===== config.mk =====
export PLATFORM = sky130hd
export DESIGN_NAME = spi_slave
export DESIGN_NICKNAME = d
export VERILOG_FILES = /design/src/rtl/spi_slave.sv
export SDC_FILE = /design/constraint.sdc
export NUM_CORES = 1
export LEC_CHECK = 0
export ABC_AREA = 1
export BUFFER_PORTS_ARGS = -buffer_cell sky130_fd_sc_hd__clkbuf_2
export CAP_MARGIN = 25
export CORE_ASPECT_RATIO = 1.25
export CORE_MARGIN = 2
export CORE_UTILIZATION = 51
export DETAILED_ROUTE_END_ITERATION = 8
export HOLD_SLACK_MARGIN = 0.06
export PLACE_DENSITY = 0.75
export SYNTH_ARGS = -nofsm -noshare
export SYNTH_HDL_FRONTEND = slang
export SYNTH_SLANG_ARGS = --single-unit

===== constraint.sdc =====
create_clock -name clk -period 1.45 [get_ports clk]
set_input_delay 0.145 -clock clk [delete_from_list [all_inputs] [get_ports clk]]
set_output_delay 0.145 -clock clk [all_outputs]
set_load 0.005 [all_outputs]

===== src/rtl/spi_slave.sv =====
// SPI mode 3 responder: oversamples SCLK/CS_N/MOSI on clk and runs full-duplex
// 8-bit MSB-first transfers, with a one-deep TX holding register and an RX strobe.
module spi_slave #(
    parameter logic [7:0] DEFAULT_TX = 8'hFF
) (
    input  logic       clk,
    input  logic       rst,
    input  logic       spi_sclk,
    input  logic       spi_cs_n,
    input  logic       spi_mosi,
    output logic       spi_miso,
    output logic       spi_miso_oe,
    input  logic [7:0] tx_data,
    input  logic       tx_valid,
    output logic       tx_ready,
    output logic [7:0] rx_data,
    output logic       rx_valid,
    output logic       busy,
    output logic       tx_underrun,
    output logic       frame_err
);

    typedef enum logic {IDLE = 1'b0, ACTIVE = 1'b1} state_t;

    logic       sclk_meta_r, sclk_s_r, sclk_d_r;
    logic       cs_meta_r, cs_s_r;
    logic       mosi_meta_r, mosi_s_r;
    logic       fall_s, rise_s;

    state_t     state_r, state_n;
    logic [2:0] bit_cnt_r, bit_cnt_n;
    logic [7:0] tx_shift_r, tx_shift_n;
    logic [7:0] rx_shift_r, rx_shift_n;
    logic [7:0] hold_data_r, hold_data_n;
    logic       hold_full_r, hold_full_n;
    logic       miso_r, miso_n;
    logic       oe_r, busy_r, tx_ready_r;
    logic [7:0] rx_data_r, rx_data_n;
    logic       rx_valid_r, rx_valid_n;
    logic       underrun_r, underrun_n;
    logic       frame_err_r, frame_err_n;
    logic       bypass_s;
    logic [7:0] load_byte_s;

    // Two-flop synchronisers plus the SCLK delay stage used for edge detection
    always_ff @(posedge clk or posedge rst) begin
        if (rst) begin
            sclk_meta_r <= 1'b1;
            sclk_s_r    <= 1'b1;
            sclk_d_r    <= 1'b1;
            cs_meta_r   <= 1'b1;
            cs_s_r      <= 1'b1;
            mosi_meta_r <= 1'b0;
            mosi_s_r    <= 1'b0;
        end else begin
            sclk_meta_r <= spi_sclk;
            sclk_s_r    <= sclk_meta_r;
            sclk_d_r    <= sclk_s_r;
            cs_meta_r   <= spi_cs_n;
            cs_s_r      <= cs_meta_r;
            mosi_meta_r <= spi_mosi;
            mosi_s_r    <= mosi_meta_r;
        end
    end

    assign fall_s = sclk_d_r & ~sclk_s_r;
    assign rise_s = ~sclk_d_r & sclk_s_r;

    // Next-state logic: framing, shifting and the TX holding register
    always_comb begin
        state_n     = state_r;
        bit_cnt_n   = bit_cnt_r;
        tx_shift_n  = tx_shift_r;
        rx_shift_n  = rx_shift_r;
        hold_data_n = hold_data_r;
        hold_full_n = hold_full_r;
        miso_n      = miso_r;
        rx_data_n   = rx_data_r;
        rx_valid_n  = 1'b0;
        underrun_n  = 1'b0;
        frame_err_n = 1'b0;
        bypass_s    = 1'b0;
        load_byte_s = DEFAULT_TX;

        case (state_r)
            IDLE: begin
                if (!cs_s_r) begin
                    state_n   = ACTIVE;
                    bit_cnt_n = 3'd0;
                end else begin
                    state_n = IDLE;
                end
            end
            ACTIVE: begin
                if (cs_s_r) begin
                    // Edges in the release cycle are dropped; a partial byte is discarded
                    state_n = IDLE;
                    if (bit_cnt_r != 3'd0) begin
                        frame_err_n = 1'b1;
                        bit_cnt_n   = 3'd0;
                    end else begin
                        frame_err_n = 1'b0;
                    end
                end else begin
                    state_n = ACTIVE;
                    if (fall_s) begin
                        if (bit_cnt_r == 3'd0) begin
                            if (hold_full_r) begin
                                load_byte_s = hold_data_r;
                                hold_full_n = 1'b0;
                            end else if (tx_valid) begin
                                load_byte_s = tx_data;
                                bypass_s    = 1'b1;
                            end else begin
                                load_byte_s = DEFAULT_TX;
                                underrun_n  = 1'b1;
                            end
                            tx_shift_n = load_byte_s;
                            miso_n     = load_byte_s[7];
                        end else begin
                            tx_shift_n = {tx_shift_r[6:0], 1'b0};
                            miso_n     = tx_shift_r[6];
                        end
                    end else if (rise_s) begin
                        rx_shift_n = {rx_shift_r[6:0], mosi_s_r};
                        if (bit_cnt_r == 3'd7) begin
                            rx_data_n  = {rx_shift_r[6:0], mosi_s_r};
                            rx_valid_n = 1'b1;
                            bit_cnt_n  = 3'd0;
                        end else begin
                            bit_cnt_n = bit_cnt_r + 3'd1;
                        end
                    end else begin
                        bit_cnt_n = bit_cnt_r;
                    end
                end
            end
            default: begin
                state_n = IDLE;
            end
        endcase

        // A byte taken by the bypass path must not also land in the hold register
        if (tx_valid && !hold_full_r && !bypass_s) begin
            hold_full_n = 1'b1;
            hold_data_n = tx_data;
        end else begin
            hold_data_n = hold_data_n;
        end
    end

    // State and output registers
    always_ff @(posedge clk or posedge rst) begin
        if (rst) begin
            state_r     <= IDLE;
            bit_cnt_r   <= 3'd0;
            tx_shift_r  <= 8'h00;
            rx_shift_r  <= 8'h00;
            hold_data_r <= 8'h00;
            hold_full_r <= 1'b0;
            miso_r      <= 1'b1;
            oe_r        <= 1'b0;
            busy_r      <= 1'b0;
            tx_ready_r  <= 1'b1;
            rx_data_r   <= 8'h00;
            rx_valid_r  <= 1'b0;
            underrun_r  <= 1'b0;
            frame_err_r <= 1'b0;
        end else begin
            state_r     <= state_n;
            bit_cnt_r   <= bit_cnt_n;
            tx_shift_r  <= tx_shift_n;
            rx_shift_r  <= rx_shift_n;
            hold_data_r <= hold_data_n;
            hold_full_r <= hold_full_n;
            miso_r      <= miso_n;
            oe_r        <= (state_n == ACTIVE);
            busy_r      <= (state_n == ACTIVE);
            tx_ready_r  <= ~hold_full_n;
            rx_data_r   <= rx_data_n;
            rx_valid_r  <= rx_valid_n;
            underrun_r  <= underrun_n;
            frame_err_r <= frame_err_n;
        end
    end

    assign spi_miso    = miso_r;
    assign spi_miso_oe = oe_r;
    assign busy        = busy_r;
    assign tx_ready    = tx_ready_r;
    assign rx_data     = rx_data_r;
    assign rx_valid    = rx_valid_r;
    assign tx_underrun = underrun_r;
    assign frame_err   = frame_err_r;

endmodule

==> impl_metrics.tcl <==
set metrics [dict create \
    status "finished clean" \
    worstHoldEndpoint "hold_data_r[6]" \
    min_period_ps 1360 \
    clockRootBuffer "clkbuf_8" \
    start_kind "flip-flop" \
    antenna_found_initial 0 \
    netlist_instances 239 \
    final_max_slew_viol_count 0 \
    numCtsBuffers 5 \
    gp_congestion 0.778 \
    n_antenna_cell 0 \
    port_buffers 28 \
    filler_cell_count 343 \
    cpPeakStageDelay_ps 530 \
    mostFrequentLayoutCell "nand2_1" \
    required_ps 1640 \
    r2r_setup_slack_ps 90 \
    p_int_mw 2.12 \
    final_nets 297 \
    routed_via_density 4.61 \
    cts_buffer_depth 2 \
    synth_area_per_cell_um2 8.70 \
    wl_um 3770 \
    cp-end-kind "flip-flop" \
    worstPathArrival_ps 1550 \
    start_util 0.540 \
    ioPinCount 29 \
    rows 25 \
    power.density_nw_per_um2 1200 \
    p_leak_nw 1.32 \
    cts_tree "yes" \
    vdd_drop_max_mv 0.795 \
    ys_ff_latch 47 \
    dieArea_um2 4610 \
    postRouteAntennaNets 0 \
    finalSetupViolations 0 \
    dr_total_vias 1546 \
    crit_chain "inv_1 > nor2_1 > nand3_4 > buf_4 > nand3_1 > nand2_1" \
    yosysSeqAreaShare 0.570 \
    core-area_um2 3850 \
    power.switching_mw 0.836 \
    clkPwrFrac 0.266 \
    worstHoldPathCells 3 \
    grt_start_max_net_pins 48 \
    comb_power_share 0.187 \
    regArea_um2 1180 \
    grt_overflow 0 \
    timing.max_cap.violations 0 \
    cp_slowest_cell "dfstp_2" \
    drt_iter0_drc 116 \
    setup.worst_path.class "flip-flop to flip-flop" \
    track_usage 0.187 \
    worstPathMaxFanout 7 \
    hpwl_um 2660 \
    drive_gt1_frac 0.249 \
    path_clk_slew_ps 80 \
    die_y_um 75.4 \
    fin_crit_sh 0.940 \
    multi_input_area_um2 739 \
    sw_frac_of_total 0.283 \
    synth_fp_nets 256 \
    reg2regPathDepth 6 \
    seqPwrFrac 0.548 \
    max_freq_ghz 0.734 \
    slew_headroom 0.821 \
    r2r-end "hold_data_r[0]" \
    hp-class "input port to flip-flop" \
    fin_skew_ps 8.57 \
    reg2reg_from "sclk_d_r" \
    fin_area_um2 2460 \
    tightestPinTransition_ps 268 \
    clock_latency_ps 290 \
    yosys_warnings 0 \
    syn_to_final_growth_pct 18.5 \
    placed_cell_area_um2 2310 \
    die_w_um 61.1 \
    hold_viol 0 \
    grt_pass1_vias 1415 \
    tns_ps 0 \
    syn-cell-area_um2 2080 \
    cts.sinks 47 \
    final_core_util 0.640 \
    htreeDepth 2 \
    rsz0062_at_grt "false" \
    dr.pass1.iters 4 \
    layout_common_cells "62 x nand2_1, 40 x dfrtp_1, 38 x nor2_1" \
    cts_setup_buffers 0 \
    synth_cell_type_count 23 \
    wire_per_inst_um 11.3 \
    drc 0 \
    worstHoldStart "tx_data[6]" \
    grt_pass1_wl_um 6270 \
]
-- stage by stage --
stage               total power [mW]  cells  worst slack [ps]  hold slack (ps)
global route                    3.16    335              18.6             92.0
global placement                2.16    323               121              180
finish                          2.96    335              87.4             91.2
detailed placement              2.19    323              58.0              186
floorplan                       2.01    239              87.6              149
CTS                             2.98    335              52.6             80.8
-- registers in the layout, summed over array words and instances, names as in the netlist, 3 cells and up --
register and flops:
hold_data_r 8, rx_data 8, rx_shift_r 7, tx_shift_r 7, bit_cnt_r 3
-- cell type report --
class | count | share of cell area
timing repair buffer | 39 | 0.0995
multi-input combinational | 151 | 0.300
sequential | 47 | 0.481
inverter | 36 | 0.0549
clock buffer | 7 | 0.0350
clock inverter | 1 | 0.00203
tap | 54 | 0.0274
-- synth_stat cells, drive strengths merged --
cell type,n,area [µm²]
nand3,14,87.6
nor2,42,178
dfstp,7,184
ha,3,37.5
clkinv,1,3.75
dfrtp,40,1000
o21ai,16,106
buf,5,40.0
a21oi,7,35.0
nor3,1,5.00
nand2,66,258
nand4,2,12.5
inv,35,131
-- worst max-delay path by stage --
stage | startpoint | end | slack (ps)
CTS | bit_cnt_r[0] | hold_data_r[0] | 50
finish | sclk_d_r | hold_data_r[0] | 90
floorplan | bit_cnt_r[0] | hold_data_r[0] | 90
global placement | bit_cnt_r[0] | rx_data[7] | 120
detailed placement | bit_cnt_r[0] | hold_data_r[0] | 60
global route | sclk_d_r | hold_data_r[0] | 20
-- cell families (layout without fill, tap and decap cells) --
family,count (synthesis),in the layout,share of synthesized area
adder cells (fa/ha/maj),3,3,0.0181
AND/OR/NAND/NOR,125,125,0.260
flip-flops,47,47,0.570
AO/OA/AOI/OAI,23,23,0.0680
buffers and inverters,41,83,0.0842
-- power groups by stage --
| stage | Combinational (mW) | Clock, mW | Sequential (mW) |
|---|---|---|---|
| floorplan | 0.385 | 0 | 1.62 |
| detailed placement | 0.543 | 0 | 1.64 |
| global route | 0.654 | 0.859 | 1.65 |
| global placement | 0.527 | 0 | 1.63 |
| finish | 0.552 | 0.785 | 1.62 |
| CTS | 0.554 | 0.809 | 1.62 |
-- layer usage --
layer / share of wire / vias up / wire [µm] / global-route usage
met5: 0 / - / 0 / 0
met4: 0.011 / 0 / 42 / 0.0725
met3: 0.026 / 5 / 99 / 0.0407
met2: 0.53 / 28 / 2000 / 0.323
met1: 0.43 / 704 / 1630 / 0.227
li1: - / 809 / - / -
-- timing repair --
| action | in CTS | in global routing |
|---|---|---|
| hold buffers | 4 | 0 |
| setup endpoints to repair | 0 | 11 |
| hold endpoints to repair | 43 | 0 |
| resized for setup | 0 | 5 |
-- worst max-delay path, delay by kind of cell (launching register included) --
family / cells / cell delay, ps
and+or+nand+nor: 4 / 510
DFF: 1 / 530
buffers and inverters: 2 / 220
Note: power is estimated with default switching activity, not from simulation.
